**config.mk**
```make
export PLATFORM = sky130hd
export DESIGN_NAME = muldiv_ctrl
export DESIGN_NICKNAME = d
export VERILOG_FILES = /design/src/rtl/muldiv_ctrl.sv
export SDC_FILE = /design/constraint.sdc
export NUM_CORES = 1
export LEC_CHECK = 0
export CORE_MARGIN = 1
export CORE_UTILIZATION = 60
export DETAILED_ROUTE_END_ITERATION = 6
export GPL_ROUTABILITY_DRIVEN = 0
export PLACE_DENSITY_LB_ADDON = 0.05
export SETUP_SLACK_MARGIN = 0.2
export SLEW_MARGIN = 20
export SYNTH_ARGS = -nofsm -noshare
export SYNTH_HDL_FRONTEND = slang
export SYNTH_SLANG_ARGS = --single-unit
export TNS_END_PERCENT = 50
```
**constraint.sdc**
```tcl
create_clock -name clk -period 10.98 [get_ports clk]
set_input_delay 2.196 -clock clk [delete_from_list [all_inputs] [get_ports clk]]
set_output_delay 2.196 -clock clk [all_outputs]
set_load 0.03 [all_outputs]
```
**src/rtl/muldiv_ctrl.sv**
```systemverilog
// muldiv_ctrl
//   Multi-cycle multiply/divide sequencer that owns the architectural HI/LO
//   pair. It iterates one bit per cycle (shift-add multiply, restoring divide)
//   and stalls the pipeline when a dependent request arrives while it is busy.
//
// Ports
//   clk     in   system clock, rising edge
//   rst     in   asynchronous reset, active high
//   valid   in   EX-stage instruction present
//   op      in   ALU op: 3=mfhi 4=mflo 5=mult 8=div (13/14 signed, optional)
//   a, b    in   operands (rs, rt)
//   abort   in   pipeline flush, cancels an in-flight operation
//   stall   out  hold EX and earlier stages
//   busy    out  iteration in progress
//   done    out  one-cycle pulse after HI/LO are written
//   result  out  mfhi/mflo read data (combinational)
//   hi, lo  out  current HI/LO registers
//
// Optional feature: define MULDIV_SIGNED_EN to add op 13 (signed mult) and
// op 14 (signed div). Without it those ops are ignored.
module muldiv_ctrl #(
    parameter int unsigned WIDTH = 32
) (
    input  logic             clk,
    input  logic             rst,
    input  logic             valid,
    input  logic [3:0]       op,
    input  logic [WIDTH-1:0] a,
    input  logic [WIDTH-1:0] b,
    input  logic             abort,
    output logic             stall,
    output logic             busy,
    output logic             done,
    output logic [WIDTH-1:0] result,
    output logic [WIDTH-1:0] hi,
    output logic [WIDTH-1:0] lo
);

    localparam int unsigned CW = $clog2(WIDTH + 1);

    localparam logic [1:0] S_IDLE = 2'd0;
    localparam logic [1:0] S_MUL  = 2'd1;
    localparam logic [1:0] S_DIV  = 2'd2;

    localparam logic [3:0] OP_MFHI = 4'd3;
    localparam logic [3:0] OP_MFLO = 4'd4;
    localparam logic [3:0] OP_MULT = 4'd5;
    localparam logic [3:0] OP_DIV  = 4'd8;
`ifdef MULDIV_SIGNED_EN
    localparam logic [3:0] OP_MULTS = 4'd13;
    localparam logic [3:0] OP_DIVS  = 4'd14;
`endif

    logic [1:0]         state_q, state_d;
    logic [CW-1:0]      count_q, count_d;
    logic [2*WIDTH-1:0] acc_q, acc_d;     // MUL: {partial, multiplier}; DIV: low half = quotient/dividend
    logic [WIDTH:0]     rem_q, rem_d;
    logic [WIDTH-1:0]   opnd_q, opnd_d;   // multiplicand (MUL) or divisor (DIV)
    logic [WIDTH-1:0]   hi_q, hi_d, lo_q, lo_d;
    logic               done_q, done_d;
    logic               negq_q, negq_d;   // negate product / quotient on final edge
    logic               negr_q, negr_d;   // negate remainder on final edge

    logic               start_mul, start_div, sgn_op, md_op;
    logic [WIDTH-1:0]   a_mag, b_mag;

    logic [WIDTH:0]     mul_sum;
    logic [WIDTH+1:0]   div_shift, div_diff;
    logic               div_ge;
    logic [2*WIDTH-1:0] prod;

    // Request decode and operand magnitudes
    always_comb begin
        start_mul = valid && (op == OP_MULT);
        start_div = valid && (op == OP_DIV);
        sgn_op    = 1'b0;
        md_op     = (op == OP_MFHI) || (op == OP_MFLO) || (op == OP_MULT) || (op == OP_DIV);
`ifdef MULDIV_SIGNED_EN
        if (valid && (op == OP_MULTS)) begin
            start_mul = 1'b1;
            sgn_op    = 1'b1;
        end
        if (valid && (op == OP_DIVS)) begin
            start_div = 1'b1;
            sgn_op    = 1'b1;
        end
        md_op = md_op || (op == OP_MULTS) || (op == OP_DIVS);
`endif
        a_mag = (sgn_op && a[WIDTH-1]) ? -a : a;
        b_mag = (sgn_op && b[WIDTH-1]) ? -b : b;
    end

    // One iteration step for each algorithm
    always_comb begin
        mul_sum   = {1'b0, acc_q[2*WIDTH-1:WIDTH]} + (acc_q[0] ? {1'b0, opnd_q} : '0);
        div_shift = {rem_q, acc_q[WIDTH-1]};
        div_diff  = div_shift - {2'b00, opnd_q};
        div_ge    = !div_diff[WIDTH+1];
    end

    always_comb begin
        state_d = state_q;
        count_d = count_q;
        acc_d   = acc_q;
        rem_d   = rem_q;
        opnd_d  = opnd_q;
        hi_d    = hi_q;
        lo_d    = lo_q;
        done_d  = 1'b0;
        negq_d  = negq_q;
        negr_d  = negr_q;
        prod    = '0;

        case (state_q)
            S_IDLE: begin
                if (!abort && (start_mul || start_div)) begin
                    state_d = start_mul ? S_MUL : S_DIV;
                    count_d = CW'(WIDTH);
                    acc_d   = {{WIDTH{1'b0}}, (start_mul ? b_mag : a_mag)};
                    opnd_d  = start_mul ? a_mag : b_mag;
                    rem_d   = '0;
                    // A zero divisor keeps the all-ones quotient unsigned-looking
                    negq_d  = sgn_op && (a[WIDTH-1] ^ b[WIDTH-1]) && (start_mul || (b != '0));
                    negr_d  = sgn_op && a[WIDTH-1];
                end
            end
            S_MUL: begin
                acc_d = {mul_sum, acc_q[WIDTH-1:1]};
            end
            S_DIV: begin
                rem_d = div_ge ? div_diff[WIDTH:0] : div_shift[WIDTH:0];
                acc_d = {acc_q[2*WIDTH-1:WIDTH], acc_q[WIDTH-2:0], div_ge};
            end
            default: state_d = S_IDLE;
        endcase

        if (state_q != S_IDLE) begin
            count_d = count_q - CW'(1);
            if (abort) begin
                state_d = S_IDLE;
            end else if (count_q == CW'(1)) begin
                // Last iteration: result goes straight from the step logic to HI/LO
                state_d = S_IDLE;
                done_d  = 1'b1;
                if (state_q == S_MUL) begin
                    prod = negq_q ? -acc_d : acc_d;
                    hi_d = prod[2*WIDTH-1:WIDTH];
                    lo_d = prod[WIDTH-1:0];
                end else begin
                    lo_d = negq_q ? -acc_d[WIDTH-1:0] : acc_d[WIDTH-1:0];
                    hi_d = negr_q ? -rem_d[WIDTH-1:0] : rem_d[WIDTH-1:0];
                end
            end
        end
    end

    always_ff @(posedge clk or posedge rst) begin
        if (rst) begin
            state_q <= S_IDLE;
            count_q <= '0;
            acc_q   <= '0;
            rem_q   <= '0;
            opnd_q  <= '0;
            hi_q    <= '0;
            lo_q    <= '0;
            done_q  <= 1'b0;
            negq_q  <= 1'b0;
            negr_q  <= 1'b0;
        end else begin
            state_q <= state_d;
            count_q <= count_d;
            acc_q   <= acc_d;
            rem_q   <= rem_d;
            opnd_q  <= opnd_d;
            hi_q    <= hi_d;
            lo_q    <= lo_d;
            done_q  <= done_d;
            negq_q  <= negq_d;
            negr_q  <= negr_d;
        end
    end

    always_comb begin
        result = '0;
        if (op == OP_MFHI) begin
            result = hi_q;
        end else if (op == OP_MFLO) begin
            result = lo_q;
        end
    end

    assign busy  = (state_q != S_IDLE);
    assign stall = valid && busy && md_op;
    assign done  = done_q;
    assign hi    = hi_q;
    assign lo    = lo_q;

endmodule

```
==> impl_metrics.ini, run 1 <==
[worst_setup_path]
worstPathCellList = clkdlybuf4s50_1 > nand2_1 > nor3_2 > buf_4 > a22o_1 > clkdlybuf4s50_1
reg2regPathDepth = 13
r2r-end = hi[27]
setup.worst_path.end = result[7]
worst-path-max-fanout = 21
arrival_ps = 4950
cp_slowest_cell = nor3_2
worstReg2RegStart = acc_q[0]
critPathCaptureType = output pin
required_ps = 8780
crit_top_cell = clkdlybuf4s50_1
startpoint = op[0]
worstSetupStartpointType = input pin
r2r_setup_slack_ps = 6480
slowest_delay_ps = 730
path_class = in2out

[route]
routedWlPerCell_um = 21.08
first_pass_iters = 5
drt_iter0_markers = 894
vias = 12080
drc = 0
antenna_left = 0
drt-vias-per-instance = 6.432
wl_um = 39580

[yosys]
synth_edf_count = 0
postSynth.asyncResetShare = 1.000
synth_warnings = 0
synth.yosys.seq_area_share = 0.3758
yosysUniqueCellTypes = 71
ys.flop_type = dfrtp_1
synthCells = 1447
ys_seq_elements = 202
syn_nets = 1587
syn-cell-area_um2 = 13450
syn_area_per_cell_um2 = 9.295

[die]
fp-row-count = 54
start_util = 0.6144
num_io_pins = 171
die_w_um = 151.7
die_y_um = 151.7
die-area_um2 = 23020
core_area_um2 = 21890

[place]
place_ws_ps = 3830
dpl_cell_area_um2 = 15350
port_buffers = 170
dp_hpwl_um = 27870

[final_layout]
drive_gt1_frac = 0.09199
final_cell_area_um2 = 16230
mostFrequentLayoutCell = dfrtp_1
areaGrowthSynthToFinish_pct = 20.64
nFillCells = 1657
antenna_cells = 0
fin_nets = 1719
most-common-layout-cells = dfrtp_1, nand2_1, clkdlybuf4s50_1, o21ai_0, mux2i_1

[clock_tree]
ctsRootBufferMaster = clkbuf_16
clock-sinks = 202
clk_pin_slew_worst_paths_ps = 60
max-clock-path-buffers = 3
cts_max_level = 1
cts_tree = done
post_cts_buffers = 0
clock_latency_ps = 530
cts_buffers = 25
holdBufCountCts = 0
cts_resized = 0

[pwr]
swShare = 0.4090
power.internal_mw = 2.231
p_per_area_nw_per_um2 = 232.7
switchingPower_mw = 1.544
p_leak_nw = 7.382
power.share.combinational = 0.483
p_total_mw = 3.776
clock_power_share = 0.227
p_seq_frac = 0.290
ir_worst_vdd_v = 0.0001568

[sta]
fin_tns_setup_ps = 0
slew_violations = 0
slew_headroom = 0.2410
fmax_ghz = 0.1400
hold_viol = 0
period_needed_ps = 7141
finalCritPeriodShare = 0.6504
setup_violations = 0
worst_pin_slew_ps = 1134
clock_skew_ps = 12.89
final.setup.worst_slack_ps = 3839
rsz0062_at_grt = no

[grt]
grt_pass1_wl_um = 61490
grt_pass1_vias = 11370
overflow = 0
grt_max_degree = 135
grtUsageTotal = 0.3475
antenna_found_initial = 0

[job]
max_cap_viol_count = 0

[hold_path]
hp-class = reg2reg

[outcome]
status = complete, no violations
[registers in the layout (all words and copies together), names as in the netlist]
register  count
state_q       2
hi           32
rem_q        33
opnd_q       32
lo           32
acc_q        64
done          1
count_q       6
[cell usage after synthesis, types with 3 or more instances]
cell	number	area share
a211o_1	3	0.0020
a211oi_1	7	0.0039
a21o_1	31	0.017
a21oi_1	76	0.028
a221o_1	14	0.010
a22o_1	63	0.041
a22oi_1	30	0.017
a31oi_1	7	0.0033
and2_1	48	0.022
and3_1	5	0.0023
buf_1	3	0.00084
clkbuf_1	75	0.021
dfrtp_1	202	0.38
ha_1	66	0.061
inv_1	55	0.015
mux2_2	60	0.050
mux2i_1	90	0.067
nand2_1	182	0.051
nand2b_1	12	0.0056
nand3_1	19	0.0071
nand4_1	8	0.0037
nor2_1	61	0.017
nor2b_1	11	0.0051
nor3_1	19	0.0071
nor4_1	3	0.0014
o211a_1	4	0.0030
o211ai_1	11	0.0061
o21a_1	11	0.0061
o21ai_0	99	0.037
o21ai_1	8	0.0030
o21bai_1	7	0.0039
o221ai_1	39	0.025
o22ai_1	4	0.0019
o31ai_1	3	0.0017
or2_2	5	0.0023
or3_1	4	0.0019
xnor2_1	35	0.023
xor2_1	20	0.013
[how the worst min path moves through the flow]
stage / slack [ps] / start / to / cells past startpoint
finish: 490 / acc_q[45] / acc_q[45] / 2
global route: 510 / acc_q[59] / acc_q[59] / 1
CTS: 490 / count_q[4] / count_q[4] / 2
detailed placement: 470 / count_q[4] / count_q[4] / 2
global placement: 450 / count_q[4] / count_q[4] / 2
floorplan: 440 / count_q[4] / count_q[4] / 2
[critical path: cells and delay by family]
kind,cells,cell delay (ps)
buffers and inverters,3,1700
AND/OR/NAND/NOR,2,830
AO/OA/AOI/OAI,1,210
[layout make-up]
type | count | area [um2] | area share
Clock buffer | 36 | 716.9 | 0.04419
Clock inverter | 10 | 135.1 | 0.008328
Inverter | 56 | 217.7 | 0.01342
Multi-Input combinational cell | 1107 | 7899 | 0.4868
Sequential cell | 202 | 5057 | 0.3117
Tap cell | 280 | 350.3 | 0.02159
Timing Repair Buffer | 187 | 1849 | 0.1140
[metal layers]
metal,global-route usage,up-vias,wire length (um)
met1,0.5129,5907,17710
met5,0,-,0
met2,0.5148,501,17270
li1,-,5595,-
met3,0.07725,76,3706
met4,0.08762,0,895
[power by group through the flow]
| stage | logic (mW) | registers (mW) | clock network (mW) |
|---|---|---|---|
| 2_1_floorplan | 1.36 | 1.06 | 0 |
| 3_3_place_gp | 1.72 | 1.09 | 0 |
| 3_5_place_dp | 1.75 | 1.10 | 0 |
| 4_1_cts | 1.78 | 1.09 | 0.862 |
| 5_1_grt | 2.01 | 1.12 | 0.889 |
| 6_report | 1.82 | 1.10 | 0.856 |
[logic make-up (layout without fill, tap and decap cells)]
| kind of cell | after synthesis | after routing | synth area share |
|---|---|---|---|
| flops | 202 | 202 | 0.3758 |
| compound gates | 445 | 445 | 0.2311 |
| fa+ha+maj | 68 | 68 | 0.06438 |
| xor+xnor | 55 | 55 | 0.03582 |
| buf+inv | 138 | 289 | 0.03982 |
| mux | 151 | 151 | 0.1189 |
| simple gates | 388 | 388 | 0.1342 |
[through the flow]
stage                     hold slack (ps)  cells  utilization
after floorplan                     438.6   1447            -
final                               492.7   1878       0.7412
after CTS                           493.4   1877       0.7399
after detailed placement            465.8   1831       0.7010
after global routing                513.2   1878       0.7412
after global placement              453.9   1831       0.7009
(Power assumes the default switching activity.)
==> inputs of run 2 (changes only) <==
- CORE_UTILIZATION: 60 -> 57
- clock period: 10.98 -> 7 ns (I/O delays scaled with it)
==> impl_metrics.ini, run 2 (same netlist as run 1, synthesis figures left out) <==
[sta]
clock_skew_ps = 20.29
slew_headroom = 0.2366
fin_tns_setup_ps = 0
rsz0062_at_grt = no
setup_violations = 0
worst_pin_slew_ps = 1145
final.setup.worst_slack_ps = 1507
hold_viol = 0
period_needed_ps = 5493
fmax_ghz = 0.1820
slew_violations = 0
finalCritPeriodShare = 0.7848

[final_layout]
drive_gt1_frac = 0.08977
fin_nets = 1718
areaGrowthSynthToFinish_pct = 20.73
top_register = acc_q
nFillCells = 1766
largest_reg_flops = 64
final_cell_count_no_fill = 1906
antenna_cells = 0
most-common-layout-cells = dfrtp_1, nand2_1, clkdlybuf4s50_1, o21ai_0, mux2i_1
mostFrequentLayoutCell = dfrtp_1
reg_top3 = acc_q x64, rem_q x33

[clock_tree]
cts_tree = done
post_cts_buffers = 0
clock_latency_ps = 520
cts_resized = 0
holdBufCountCts = 0
ctsRootBufferMaster = clkbuf_16
clk_pin_slew_worst_paths_ps = 60
cts_max_level = 1
clock-sinks = 202
max-clock-path-buffers = 3
cts_buffers = 24

[route]
first_pass_iters = 7
routedWlPerCell_um = 20.74
wl_met1_um = 18300
routed-wl-met3_um = 3042
antenna_left = 0
wl_um = 39540
drt_iter0_markers = 1061
vias = 11940
dr_wl_met2_um = 17390
top_layer_used = met4
drt-vias-per-instance = 6.264
drc = 0

[job]
max_cap_viol_count = 0

[die]
num_io_pins = 171
die_w_um = 155.6
die-area_um2 = 24210
start_util = 0.5869
fp-row-count = 55
die_y_um = 155.6
core_area_um2 = 22920

[grt]
grt_pass1_wl_um = 62870
antenna_found_initial = 0
grt_pass1_vias = 11430
grtUsageTotal = 0.3318
grt_max_degree = 158
overflow = 0

[hold_path]
hp-class = reg2reg

[pwr]
clock_power_share = 0.226
switchingPower_mw = 2.404
p_leak_nw = 7.359
p_per_area_nw_per_um2 = 362.2
p_seq_frac = 0.293
swShare = 0.4088
power.internal_mw = 3.477
ir_worst_vdd_v = 0.0002664
power.share.combinational = 0.481

[outcome]
status = complete, no violations

[worst_setup_path]
critPathCaptureType = output pin
worstSetupStartpointType = input pin
required_ps = 5600
worst-path-max-fanout = 20
path_class = in2out
arrival_ps = 4090

[place]
dpl.cell_count = 1865
place_ws_ps = 1523
dp_hpwl_um = 28290
port_buffers = 170
## run 2: changes by cell type in the layout (fill, tap and decap cells not counted), sizes merged
| cell | before | now |
|---|---|---|
| bufinv | 3 | 4 |
| inv | 57 | 54 |
| clkbuf | 36 | 33 |
| clkinvlp | 1 | 2 |
| clkinv | 5 | 4 |
## run 2: worst paths after layout
check,cells past startpoint,start,slack (ps),endpoint
min reg2reg,2,acc_q[55],490,acc_q[55]
max reg2reg,14,opnd_q[0],2580,hi[27]
min in group asynchronous,3,rst,1370,lo[9]
max in group asynchronous,4,rst,4460,lo[25]
min,2,acc_q[55],490,acc_q[55]
max,6,op[3],1510,result[9]
## run 2: area by class of cell
class | instances | area, um2 | area share
clock buffers | 33 | 685.7 | 0.04223
clock inverters | 8 | 142.6 | 0.008785
inverters | 56 | 214.0 | 0.01318
multi-input cells | 1107 | 7904 | 0.4868
flip-flops and latches | 202 | 5057 | 0.3115
well taps | 313 | 391.6 | 0.02412
repair buffers | 187 | 1842 | 0.1134
## run 2: worst max-delay path, cell delays in order
cell and delay, ps:
clkdlybuf4s50_1 470, nand2b_1 210, nor3_2 740, buf_4 390, a22o_1 180, clkdlybuf4s50_1 680
## run 2: per-stage QoR
stage	hold slack, ps	area [um2]	util	power, mW
floorplan	438.6	13450	-	3.805
global placement	458.7	15400	0.6721	4.446
detailed placement	473.5	15400	0.6721	4.504
CTS	490.8	16230	0.7082	5.854
global route	507.1	16240	0.7085	6.253
finish	487.6	16240	0.7085	5.881
## run 2: metal layers
layer,global-route usage,up-vias
met4,0.07890,0
met3,0.04861,57
met1,0.4991,5885
met5,0,-
met2,0.5035,436
li1,-,5562
## run 2: power groups by stage
| stage | Clock [mW] | Combinational (mW) | Sequential (mW) |
|---|---|---|---|
| after floorplan | 0 | 2.14 | 1.67 |
| after global placement | 0 | 2.73 | 1.72 |
| after detailed placement | 0 | 2.78 | 1.73 |
| after CTS | 1.34 | 2.81 | 1.71 |
| after global routing | 1.38 | 3.12 | 1.75 |
| final | 1.33 | 2.83 | 1.72 |
